==> src/rtl/cmsdk_ahb_apb_async_master_ctrl_pkg.sv <==
// rtl/cmsdk_ahb_apb_async_master_ctrl_pkg.sv - shared encodings for the master-side bridge control
package cmsdk_ahb_apb_async_master_ctrl_pkg;

  // FSM state encodings
  localparam logic [2:0] ST_IDLE       = 3'd0;
  localparam logic [2:0] ST_AHB_ADDR   = 3'd1;
  localparam logic [2:0] ST_AHB_DATA   = 3'd2;
  localparam logic [2:0] ST_APB_SETUP  = 3'd3;
  localparam logic [2:0] ST_APB_ACCESS = 3'd4;

  // AHB transfer types; only bit 1 is driven out of the control block
  localparam logic [1:0] HTRANS_IDLE   = 2'b00;
  localparam logic [1:0] HTRANS_NONSEQ = 2'b10;

  typedef enum logic [2:0] {
    IDLE       = ST_IDLE,
    AHB_ADDR   = ST_AHB_ADDR,
    AHB_DATA   = ST_AHB_DATA,
    APB_SETUP  = ST_APB_SETUP,
    APB_ACCESS = ST_APB_ACCESS
  } state_t;

endpackage

==> src/rtl/cmsdk_ahb_apb_async_master_ctrl_if.sv <==
// rtl/cmsdk_ahb_apb_async_master_ctrl_if.sv - signal bundle between master-side control and bridge datapath
interface cmsdk_ahb_apb_async_master_ctrl_if;

  // semaphore handshake with the slave domain
  logic m_rx_sema_q;
  logic m_tx_sema_q;
  logic m_tx_sema_en;
  logic m_tx_sema_nxt;
  logic m_mask;

  // buffered attributes of the pending request
  logic m_ad_sel_ahb;
  logic m_ad_sel_apb;
  logic m_ad_write;

  // AHB-Lite master port
  logic HTRANSM_bit1;
  logic HREADYM;
  logic HRESPM;

  // APB4 port
  logic PSELM;
  logic PENABLEM;
  logic PREADYM;
  logic PSLVERRM;

  // response / read-data buffer enables
  logic m_hresp_en;
  logic m_hresp_nxt;
  logic m_rd_en;

  // control block view
  modport master (
    input  m_rx_sema_q, m_tx_sema_q,
    input  m_ad_sel_ahb, m_ad_sel_apb, m_ad_write,
    input  HREADYM, HRESPM, PREADYM, PSLVERRM,
    output m_tx_sema_en, m_tx_sema_nxt, m_mask,
    output HTRANSM_bit1, PSELM, PENABLEM,
    output m_hresp_en, m_hresp_nxt, m_rd_en
  );

  // bridge / buses view
  modport slave (
    output m_rx_sema_q, m_tx_sema_q,
    output m_ad_sel_ahb, m_ad_sel_apb, m_ad_write,
    output HREADYM, HRESPM, PREADYM, PSLVERRM,
    input  m_tx_sema_en, m_tx_sema_nxt, m_mask,
    input  HTRANSM_bit1, PSELM, PENABLEM,
    input  m_hresp_en, m_hresp_nxt, m_rd_en
  );

endinterface

==> src/rtl/cmsdk_ahb_apb_async_master_ctrl.sv <==
// rtl/cmsdk_ahb_apb_async_master_ctrl.sv - master-side control FSM of the async AHB to AHB/APB bridge
module cmsdk_ahb_apb_async_master_ctrl
  import cmsdk_ahb_apb_async_master_ctrl_pkg::*;
#(
  parameter int APB_EN = 1,
  parameter int ERR_EN = 1
) (
  input  logic                                  HCLKM,
  input  logic                                  HRESETMn,
  cmsdk_ahb_apb_async_master_ctrl_if.master     bus
);

  localparam logic APB_ON = (APB_EN != 0);
  localparam logic ERR_ON = (ERR_EN != 0);

  state_t state;
  logic   htrans_q;
  logic   psel_q;
  logic   penable_q;
  logic   pending;
  logic   done;
  logic   resp;
  logic   complete;

  // a request is outstanding while the two semaphores differ
  assign pending = bus.m_rx_sema_q ^ bus.m_tx_sema_q;

  // completion is decided in the cycle the transfer ends, so it depends on the bus ready inputs
  always_comb begin
    done = 1'b0;
    resp = 1'b0;
    case (state)
      IDLE: begin
        // no usable target: answer at once with ERROR regardless of ERR_EN
        if (pending && !bus.m_ad_sel_ahb && !(bus.m_ad_sel_apb && APB_ON)) begin
          done = 1'b1;
          resp = 1'b1;
        end
      end
      AHB_DATA: begin
        if (bus.HREADYM) begin
          done = 1'b1;
          resp = bus.HRESPM & ERR_ON;
        end
      end
      APB_ACCESS: begin
        if (bus.PREADYM) begin
          done = 1'b1;
          resp = bus.PSLVERRM & ERR_ON;
        end
      end
      default: ;
    endcase
  end

  // reset also masks completion so no semaphore toggle can leak out while reset is held
  assign complete          = done & HRESETMn;
  assign bus.m_tx_sema_en  = complete;
  assign bus.m_tx_sema_nxt = ~bus.m_tx_sema_q;
  assign bus.m_mask        = ~pending;
  assign bus.m_hresp_en    = complete;
  assign bus.m_hresp_nxt   = complete & resp;
  assign bus.m_rd_en       = complete & ~bus.m_ad_write;
  assign bus.HTRANSM_bit1  = htrans_q;
  assign bus.PSELM         = psel_q & APB_ON;
  assign bus.PENABLEM      = penable_q & APB_ON;

  // transfer sequencing; bus control outputs are registered alongside the state
  always_ff @(posedge HCLKM or negedge HRESETMn) begin
    if (!HRESETMn) begin
      state     <= IDLE;
      htrans_q  <= 1'b0;
      psel_q    <= 1'b0;
      penable_q <= 1'b0;
    end else begin
      case (state)
        IDLE: begin
          if (pending && bus.m_ad_sel_ahb) begin
            state    <= AHB_ADDR;
            htrans_q <= HTRANS_NONSEQ[1];
          end else if (pending && bus.m_ad_sel_apb && APB_ON) begin
            state  <= APB_SETUP;
            psel_q <= 1'b1;
          end
        end
        AHB_ADDR: begin
          if (bus.HREADYM) begin
            state    <= AHB_DATA;
            htrans_q <= HTRANS_IDLE[1];
          end
        end
        AHB_DATA: begin
          if (bus.HREADYM) begin
            state <= IDLE;
          end
        end
        APB_SETUP: begin
          state     <= APB_ACCESS;
          penable_q <= 1'b1;
        end
        APB_ACCESS: begin
          if (bus.PREADYM) begin
            state     <= IDLE;
            psel_q    <= 1'b0;
            penable_q <= 1'b0;
          end
        end
        default: begin
          state     <= IDLE;
          htrans_q  <= 1'b0;
          psel_q    <= 1'b0;
          penable_q <= 1'b0;
        end
      endcase
    end
  end

endmodule

==> src/flat_wrapper.sv <==
// flat-port wrapper written by rule: the top's interface ports become plain ports
module cmsdk_ahb_apb_async_master_ctrl_flat import cmsdk_ahb_apb_async_master_ctrl_pkg::*;
#(
  parameter int APB_EN = 1,
  parameter int ERR_EN = 1
)
  (HCLKM, HRESETMn, bus_m_rx_sema_q, bus_m_tx_sema_q, bus_m_ad_sel_ahb, bus_m_ad_sel_apb, bus_m_ad_write, bus_HREADYM, bus_HRESPM, bus_PREADYM, bus_PSLVERRM, bus_m_tx_sema_en, bus_m_tx_sema_nxt, bus_m_mask, bus_HTRANSM_bit1, bus_PSELM, bus_PENABLEM, bus_m_hresp_en, bus_m_hresp_nxt, bus_m_rd_en);
  cmsdk_ahb_apb_async_master_ctrl_if bus_i ();
  input  logic HCLKM;
  input  logic HRESETMn;
  input wire logic [$bits(bus_i.m_rx_sema_q)-1:0] bus_m_rx_sema_q;
  input wire logic [$bits(bus_i.m_tx_sema_q)-1:0] bus_m_tx_sema_q;
  input wire logic [$bits(bus_i.m_ad_sel_ahb)-1:0] bus_m_ad_sel_ahb;
  input wire logic [$bits(bus_i.m_ad_sel_apb)-1:0] bus_m_ad_sel_apb;
  input wire logic [$bits(bus_i.m_ad_write)-1:0] bus_m_ad_write;
  input wire logic [$bits(bus_i.HREADYM)-1:0] bus_HREADYM;
  input wire logic [$bits(bus_i.HRESPM)-1:0] bus_HRESPM;
  input wire logic [$bits(bus_i.PREADYM)-1:0] bus_PREADYM;
  input wire logic [$bits(bus_i.PSLVERRM)-1:0] bus_PSLVERRM;
  output wire logic [$bits(bus_i.m_tx_sema_en)-1:0] bus_m_tx_sema_en;
  output wire logic [$bits(bus_i.m_tx_sema_nxt)-1:0] bus_m_tx_sema_nxt;
  output wire logic [$bits(bus_i.m_mask)-1:0] bus_m_mask;
  output wire logic [$bits(bus_i.HTRANSM_bit1)-1:0] bus_HTRANSM_bit1;
  output wire logic [$bits(bus_i.PSELM)-1:0] bus_PSELM;
  output wire logic [$bits(bus_i.PENABLEM)-1:0] bus_PENABLEM;
  output wire logic [$bits(bus_i.m_hresp_en)-1:0] bus_m_hresp_en;
  output wire logic [$bits(bus_i.m_hresp_nxt)-1:0] bus_m_hresp_nxt;
  output wire logic [$bits(bus_i.m_rd_en)-1:0] bus_m_rd_en;
  assign bus_i.m_rx_sema_q = bus_m_rx_sema_q;
  assign bus_i.m_tx_sema_q = bus_m_tx_sema_q;
  assign bus_i.m_ad_sel_ahb = bus_m_ad_sel_ahb;
  assign bus_i.m_ad_sel_apb = bus_m_ad_sel_apb;
  assign bus_i.m_ad_write = bus_m_ad_write;
  assign bus_i.HREADYM = bus_HREADYM;
  assign bus_i.HRESPM = bus_HRESPM;
  assign bus_i.PREADYM = bus_PREADYM;
  assign bus_i.PSLVERRM = bus_PSLVERRM;
  assign bus_m_tx_sema_en = bus_i.m_tx_sema_en;
  assign bus_m_tx_sema_nxt = bus_i.m_tx_sema_nxt;
  assign bus_m_mask = bus_i.m_mask;
  assign bus_HTRANSM_bit1 = bus_i.HTRANSM_bit1;
  assign bus_PSELM = bus_i.PSELM;
  assign bus_PENABLEM = bus_i.PENABLEM;
  assign bus_m_hresp_en = bus_i.m_hresp_en;
  assign bus_m_hresp_nxt = bus_i.m_hresp_nxt;
  assign bus_m_rd_en = bus_i.m_rd_en;
  cmsdk_ahb_apb_async_master_ctrl #(.APB_EN(APB_EN), .ERR_EN(ERR_EN)) u_core (.HCLKM(HCLKM), .HRESETMn(HRESETMn), .bus(bus_i));
endmodule
==> config.mk <==
export PLATFORM = sky130hd
export DESIGN_NAME = cmsdk_ahb_apb_async_master_ctrl_flat
export DESIGN_NICKNAME = d
export VERILOG_FILES = /design/src/rtl/cmsdk_ahb_apb_async_master_ctrl_pkg.sv /design/src/rtl/cmsdk_ahb_apb_async_master_ctrl_if.sv /design/src/rtl/cmsdk_ahb_apb_async_master_ctrl.sv /design/src/flat_wrapper.sv
export SDC_FILE = /design/constraint.sdc
export NUM_CORES = 1
export LEC_CHECK = 0
export ABC_CLOCK_PERIOD_IN_PS = 1500
export BUFFER_PORTS_ARGS = -buffer_cell sky130_fd_sc_hd__buf_2
export CAP_MARGIN = 20
export CORE_AREA = 8 8 45 47
export DETAILED_ROUTE_END_ITERATION = 12
export DIE_AREA = 0 0 53 55
export GPL_ROUTABILITY_DRIVEN = 0
export PLACE_DENSITY = 0.69
export SLEW_MARGIN = 20
export SYNTH_ARGS = -nofsm -noshare
export SYNTH_HDL_FRONTEND = slang
export SYNTH_SLANG_ARGS = --single-unit
==> constraint.sdc <==
create_clock -name HCLKM -period 1.5 [get_ports HCLKM]
set_input_delay 0.15 -clock HCLKM [delete_from_list [all_inputs] [get_ports HCLKM]]
set_output_delay 0.15 -clock HCLKM [all_outputs]
set_load 0.05 [all_outputs]
==> results of run 1 <==
-- kinds of logic (layout without fill, tap and decap cells) --
group / count (synthesis) / in the layout
AOI/OAI and AO/OA: 13 / 13
DFF: 6 / 6
buffers and inverters: 7 / 35
and+or+nand+nor: 24 / 24
xor gates and xnor gates: 1 / 1
-- metrics by stage --
stage / power, mW / setup slack (ps) / TNS, ps / utilization [%]
final: 1.23 / -401 / -1550 / 51.2
after global routing: 1.31 / -462 / -1900 / 51.2
after CTS: 1.22 / -377 / -1290 / 49.3
after detailed placement: 1.01 / -244 / -770 / 42.7
after global placement: 0.991 / -206 / -625 / 42.7
after floorplan: 0.828 / -230 / -496 / -
-- critical path: stages, from the launching register on --
cell	delay, ps
dfrtp_1	370
or3_4	400
nor3_4	140
nand4_1	130
buf_6	160
a21oi_4	130
buf_6	170
-- cells in the mapped netlist, types with 2 or more instances --
cell type	n	share of area [%]
nand2_1	8	7.1
inv_1	2	1.8
nor2b_1	2	3.0
nor2_1	2	1.8
nor3_1	2	2.4
dfrtp_1	6	36
o21ai_0	3	3.6
nand2b_1	2	3.0
a21oi_1	5	6.0
nand4b_1	2	4.2
or3_1	2	3.0
-- power groups by stage --
stage	Clock [mW]	Sequential, mW	Combinational [mW]
3_3_place_gp	0	0.267	0.725
4_1_cts	0.153	0.270	0.793
6_report	0.144	0.269	0.822
5_1_grt	0.159	0.278	0.871
3_5_place_dp	0	0.272	0.734
2_1_floorplan	0	0.409	0.419
-- what timing repair did --
item | in CTS | in global routing
endpoints found under the setup margin | 4 | 4
setup buffers | 2 | 3
gates cloned | 0 | 0
hold endpoints to repair | 6 | 0
pin swaps | 2 | 3
gates resized for setup | 13 | 3
hold buffers | 1 | 0
-- layout make-up --
| type | count | area (sq um) |
|---|---|---|
| Timing Repair Buffer | 29 | 216 |
| Multi-Input combinational cell | 38 | 288 |
| Clock buffer | 3 | 22.5 |
| Sequential cell | 6 | 150 |
| Tap cell | 16 | 20.0 |
| Inverter | 3 | 11.3 |
| Fill cell | 137 | 676 |
-- state kept, by name (all words and copies together), names as in the netlist --
signal / count
u_core.state: 3
u_core.bus.HTRANSM_bit1: 1
u_core.bus.PENABLEM: 1
u_core.bus.PSELM: 1
-- final timing paths --
| check | from | endpoint | slack (ps) | depth (start not counted) |
|---|---|---|---|---|
| max | u_core.state[1] | bus_m_rd_en | -400 | 6 |
| min | bus_m_ad_sel_apb | u_core.bus.PSELM | 230 | 2 |
| max reg2reg | u_core.state[1] | u_core.state[0] | -110 | 8 |
| min reg2reg | u_core.bus.PSELM | u_core.bus.PSELM | 500 | 1 |
| max in group asynchronous | HRESETMn | u_core.bus.HTRANSM_bit1 | 880 | 3 |
| min in group asynchronous | HRESETMn | u_core.state[1] | 400 | 3 |
-- layer usage --
metal | global-route usage (%) | share of wire [%] | vias up
met4 | 7.76 | 1.8 | 0
met2 | 17.0 | 53 | 17
li1 | - | - | 237
met1 | 9.12 | 36 | 239
met5 | 0 | 0 | -
met3 | 2.14 | 9.1 | 4
==> qor.yml, run 1 <==
drtIter0Drc: 9
crit_fanout: 2
die_area_sq_um: 2920
netlist_instances: 51
irDropWorstVdd_uv: 594
drive_above_1_share_pct: 51.9
grt_first_pass_wirelength_mm: 2.05
first_pass_iters: 4
grt_max_degree: 14
dpl_cell_area_sq_um: 591
synthesis.area_sq_um: 420
setup_ws_ps: -401
area_growth_syn_to_layout_pct: 68.5
rsz0062_at_grt: "yes"
comb_power_share_pct: 66.6
clk_pin_slew_worst_paths_ps: 40
pwr-share-seq_pct: 21.8
yosysUniqueCellTypes: 26
cts_buffer_depth: 2
finalCritPeriodShare_pct: 127
io_pins: 20
die_w_microns: 53
final_cell_mix: "buf_2 (15), nand2_1 (7), buf_4 (7), dfrtp_1 (6)"
final-max-slew-violation-count: 0
p_int_mw: 0.635
synthSimpleGateAreaFrac_pct: 32.4
crit_arrival_ps: 1750
synthXorXnorAreaFrac_pct: 3.87
postRouteAntennaNets: 0
drv_cap: 0
yosys_warnings: 0
start_util_pct: 30.4
first_global_vias: 503
numCtsBuffers: 3
final_hold_viol_count: 0
final_common_cell: "buf_2"
drc: 0
insertion_delay_ps: 240
switching_power_mw: 0.599
status: "finished with violations"
grt_usage_pct: 9.46
synth_seq_area_share_pct: 35.7
avgSynthCellArea_sq_um: 8.24
synth_compound_gate_area_share_pct: 20.5
power.leakage_nw: 0.318
cts_tree: "yes"
power_switching_share_pct: 48.5
end_kind: "output pin"
routedWlPerCell_microns: 14.2
cellPowerDensity_nw_per_um2: 1740
ys_ff_latch: 6
overflow: 0
critical_path_class: "reg -> out"
cp_data_required_time_ps: 1350
ys.flop_type: "dfrtp_1"
clkPwrFrac_pct: 11.6
synth_fp_nets: 62
finalCriticalPeriod_ps: 1900
design_area_sq_um: 708
vias_per_cell: 5.23
fin_cells: 95
die_h_microns: 55
antenna_found_initial: 0
slew_headroom_pct: 74.2
fin_hold_ws_ps: 231
critPathLaunchType: "flop"
synth.area.mux_share_pct: 0
violations: "setup timing"
skew_ps: 3.59
std_cell_rows: 14
core_area_sq_um: 1380
wirelength_mm: 1.35
num_vias: 497
place_inst: 87
nets: 92
synth_top_family_by_area: "simple AND/OR/NAND/NOR gates"
synth_edf_count: 0
antenna_cells: 0
tightestPinTransition_ps: 383
async_reset_ff_share_pct: 100
io_buffers: 19
setup_viol: 6
cts.sinks: 6
dp_hpwl_microns: 991
fmax_ghz: 0.526
htreeDepth: 1
root_buffer: "clkbuf_4"
synth_fa_ha_area_share_pct: 0
hp-class: "in -> reg"
Power figures use the tool's default switching activity.
==> run 2, diff against run 1 <==
Settings changed: CORE_AREA 8 8 45 47 to 2 2 39 41, DIE_AREA 0 0 53 55 to 0 0 41 43.
==> run 2 against run 1 <==
Effect of this change: the flow still finishes with violations (setup timing); combinational power is 1% lower; via count fell by 3.8%; register-to-register slack gained 150 ps; sequential share of layout area rose by 0.66 points; die area decreased by 40%; global-route usage increased by 5.4 points; non-clock buffer count decreased by 2; total power shrank 0.84%; sequential power rose by 2%; critical path type unchanged.
==> qor.yml, run 2 (same netlist as run 1, synthesis figures left out) <==
status: "finished with violations"
violations: "setup timing"
drc: 0
io_buffers: 19
comb_power_share_pct: 66.2
p_int_mw: 0.633
r2r_slack_ps: 40
drive_above_1_share_pct: 53.2
vias_per_cell: 5.14
cts_buffer_depth: 2
postRouteAntennaNets: 0
setup_viol: 4
clk_pin_slew_worst_paths_ps: 40
irDropWorstVdd_uv: 944
design_area_sq_um: 687
antenna_found_initial: 0
io_pins: 20
insertion_delay_ps: 240
max_stage_delay_ps: 410
die_w_microns: 41
fin_cells: 93
critPathLaunchType: "flop"
cp_slowest_cell: "or3_4"
fmax_ghz: 0.525
switching_power_mw: 0.591
crit_arrival_ps: 1760
end_kind: "output pin"
crit_fanout: 2
r2r-start: "u_core.state[1]"
crit_buf_inv: 1
crit_cells: 5
crit_chain: "or3_4 -> nor3_4 -> nand4_1 -> a21oi_4 -> buf_6"
skew_ps: 1.52
drv_cap: 0
final_hold_viol_count: 0
largest_reg_flops: 3
reg2reg_depth: 4
largest_register: "u_core.state"
place_inst: 87
drtIter0Drc: 3
regToRegEndpoint: "u_core.state[1]"
place_ws_ps: -239
startpoint: "u_core.state[1]"
cts.sinks: 6
slew_headroom_pct: 74.7
die_area_sq_um: 1760
antenna_cells: 0
crit_end: "bus_m_rd_en"
grt_first_pass_wirelength_mm: 1.77
area_growth_syn_to_layout_pct: 63.4
setup-tns-final_ps: -1400
cp_data_required_time_ps: 1350
nets: 90
tightestPinTransition_ps: 374
core_area_sq_um: 1380
power.leakage_nw: 0.304
fill_cells: 130
finalCoreUtilization_pct: 49.6
first_pass_iters: 4
clkPwrFrac_pct: 11.4
overflow: 0
die_h_microns: 43
grt_max_degree: 14
htreeDepth: 1
num_vias: 478
fin_hold_ws_ps: 239
dpl_cell_area_sq_um: 591
cts_tree: "yes"
std_cell_rows: 14
hp-class: "in -> reg"
setup_ws_ps: -405
path_delay_family: "simple AND/OR/NAND/NOR gates"
root_buffer: "clkbuf_4"
rsz0062_at_grt: "yes"
pwr-share-seq_pct: 22.4
numCtsBuffers: 3
cellPowerDensity_nw_per_um2: 1780
final_common_cell: "buf_2"
final-max-slew-violation-count: 0
critical_path_class: "reg -> out"
finalCritPeriodShare_pct: 127
start_util_pct: 30.4
first_global_vias: 428
power_switching_share_pct: 48.3
dp_hpwl_microns: 880
grt_usage_pct: 14.8
finalCriticalPeriod_ps: 1910
routedWlPerCell_microns: 12.3
wirelength_mm: 1.14
power_mw: 1.22
final_cell_mix: "buf_2 (15), nand2_1 (7), buf_4 (7), dfrtp_1 (6)"
## run 2: changes by cell type in the layout (fill, tap and decap cells not counted)
cell,previous run,this run
a21oi_2,0,2
a21oi_1,3,2
or3_1,1,0
or3_4,1,2
buf_6,3,1
a21oi_4,2,1
## run 2: timing repair
item	in CTS	in global routing
pin swaps	3	3
hold buffers	1	0
gates resized for setup	11	3
endpoints found under the setup margin	4	6
buffers inserted	3	1
endpoints found under the hold margin	6	0
## run 2: power by group through the flow
stage	Combinational (mW)	Clock, mW	Sequential (mW)
after floorplan	0.419	0	0.409
after global placement	0.718	0	0.265
after detailed placement	0.726	0	0.274
after CTS	0.806	0.148	0.271
after global routing	0.866	0.157	0.278
final	0.811	0.140	0.274
## run 2: layout make-up
class | instances | area [sq um] | share of cell area (%)
clock buffer | 3 | 22.5 | 3.28
inverter | 3 | 11.3 | 1.64
multi-input combinational | 38 | 289 | 42.1
sequential | 6 | 150 | 21.9
tap | 16 | 20.0 | 2.91
timing repair buffer | 27 | 194 | 28.2
## run 2: how the worst min path moves through the flow
stage	start	endpoint	slack [ps]	cells after the start
3_3_place_gp	HRESETMn	u_core.bus.HTRANSM_bit1	60	2
5_1_grt	bus_m_ad_sel_apb	u_core.bus.PSELM	240	2
6_report	bus_m_ad_sel_ahb	u_core.bus.HTRANSM_bit1	240	2
2_1_floorplan	HRESETMn	u_core.bus.HTRANSM_bit1	-150	0
4_1_cts	bus_m_ad_sel_ahb	u_core.bus.HTRANSM_bit1	230	2
3_5_place_dp	HRESETMn	u_core.bus.HTRANSM_bit1	60	2
## run 2: routing by layer
| metal | vias to the layer above | global-route usage (%) | share of wire [%] |
|---|---|---|---|
| met2 | 25 | 23.4 | 51 |
| met3 | 0 | 1.57 | 9.2 |
| met1 | 221 | 18.7 | 39 |
| met5 | - | 0 | 0 |
| li1 | 232 | - | - |
| met4 | 0 | 8.00 | 0 |
## run 2: worst register-to-register path, cell delays in order, from the launching register on
cell and delay, ps:
dfrtp_1 350, buf_4 110, buf_4 160, or4b_2 600
o41ai_1 100
==> run 3, diff against run 2 <==
Settings changed: BUFFER_PORTS_ARGS -buffer_cell sky130_fd_sc_hd__buf_2 to -buffer_cell sky130_fd_sc_hd__clkbuf_2.
==> run 3 against run 2 <==
Effect of this change: global-route usage increased by 0.71 points; clock skew decreased by 1.4 ps; routed wire length decreased by 3.9%; the flow still finishes with violations (setup timing); flip-flop and latch count unchanged; fmax increased by 1.0%.
==> qor.yml, run 3 (same netlist as run 1, synthesis figures left out) <==
first_pass_iters: 4
cellPowerDensity_nw_per_um2: 1730
comb_power_share_pct: 66.4
switching_power_mw: 0.574
largest_reg_flops: 3
critPathLaunchType: "flop"
core_area_sq_um: 1380
drive_above_1_share_pct: 50.6
io_buffers: 19
setup_ws_ps: -386
highest_layer: "met4"
hp-class: "in -> reg"
htreeDepth: 1
die_h_microns: 43
final_cell_mix: "clkbuf_2 (15), nand2_1 (7), buf_4 (7), dfrtp_1 (6)"
setup-tns-final_ps: -1340
regToRegEndpoint: "u_core.state[1]"
clkPwrFrac_pct: 11.4
wirelength_mm: 1.10
finalCriticalPeriod_ps: 1890
r2r-start: "u_core.state[0]"
tightestPinTransition_ps: 365
antenna_found_initial: 0
min_path_cells: 2
cts_buffer_depth: 2
violations: "setup timing"
area_growth_syn_to_layout_pct: 67.0
fmax_ghz: 0.530
regArea_sq_um: 150
grt_max_degree: 14
drtIter0Drc: 5
status: "finished with violations"
die_area_sq_um: 1760
p_int_mw: 0.642
cts_tree: "yes"
num_vias: 458
start_util_pct: 30.4
std_cell_rows: 14
postRouteAntennaNets: 0
numCtsBuffers: 3
insertion_delay_ps: 240
power.leakage_nw: 0.316
critical_path_class: "reg -> out"
cts.sinks: 6
final-max-slew-violation-count: 0
drv_cap: 0
skew_ps: 0.172
end_kind: "output pin"
grt_first_pass_wirelength_mm: 1.82
first_global_vias: 467
crit_fanout: 2
r2r_slack_ps: 50
power_switching_share_pct: 47.2
slew_headroom_pct: 75.4
largest_register: "u_core.state"
reg2reg_depth: 3
pwr-share-seq_pct: 22.2
multi_input_area_sq_um: 280
cp_data_required_time_ps: 1350
dp_hpwl_microns: 819
min_to: "u_core.bus.HTRANSM_bit1"
crit_arrival_ps: 1740
irDropWorstVdd_uv: 819
fin_hold_ws_ps: 240
m1WireLength_microns: 445
io_pins: 20
root_buffer: "clkbuf_4"
fill_cells: 135
vias_per_cell: 4.92
overflow: 0
wl_met3_microns: 64
routedWlPerCell_microns: 11.8
drc: 0
final_hold_viol_count: 0
clk_pin_slew_worst_paths_ps: 40
setup_viol: 4
final_common_cell: "clkbuf_2"
dr_wl_met2_microns: 574
die_w_microns: 41
nets: 90
grt_usage_pct: 15.5
antenna_cells: 0
finalCritPeriodShare_pct: 126
min_from: "bus_m_ad_sel_ahb"
rsz0062_at_grt: "yes"
run 3: critical path, cell delays in order (launching register included):
cell	delay [ps]
dfrtp_1	370
or3_4	400
nor3_4	130
nand4_1	240
a21oi_4	210
buf_8	160
run 3: power groups by stage:
stage,sequential [mW],clock [mW],combinational [mW]
finish,0.270,0.139,0.808
global route,0.277,0.156,0.874
floorplan,0.409,0,0.419
global placement,0.267,0,0.716
CTS,0.268,0.150,0.792
detailed placement,0.270,0,0.721
run 3: metrics by stage:
stage          power [mW]  worst slack [ps]  cells  utilization [%]  cell area (sq um)
6_report             1.22              -386     93             50.7                702
5_1_grt              1.31              -442     93             50.7                702
4_1_cts              1.21              -407     92             50.0                692
3_5_place_dp        0.991              -226     87             42.7                591
3_3_place_gp        0.984              -223     87             42.7                591
2_1_floorplan       0.828              -230     51                -                465
run 3: final cells by class:
type / count / share of cell area [%]
Multi-Input combinational cell: 38 / 39.9
Timing Repair Buffer: 27 / 31.0
Sequential cell: 6 / 21.4
Clock buffer: 3 / 3.21
Tap cell: 16 / 2.85
Inverter: 3 / 1.60
run 3: metal layers:
layer,track usage [%],vias to the layer above
li1,-,233
met1,17.1,208
met2,25.3,15
met3,1.57,2
met4,12.0,0
met5,0,-
run 3: worst max path at each step:
stage,start,endpoint,slack (ps)
finish,u_core.state[1],bus_m_rd_en,-390
global route,u_core.state[0],bus_m_rd_en,-440
detailed placement,u_core.state[1],bus_m_rd_en,-230
floorplan,u_core.state[1],bus_m_tx_sema_en,-230
global placement,u_core.state[1],bus_m_rd_en,-220
CTS,u_core.state[1],bus_m_rd_en,-410
run 3: timing repair:
| action | in CTS | in global routing |
|---|---|---|
| hold endpoints to repair | 6 | 0 |
| setup endpoints to repair | 4 | 4 |
| hold buffers | 1 | 0 |
| gates resized for setup | 11 | 2 |
| pin swaps | 2 | 1 |
| setup buffers | 1 | 1 |
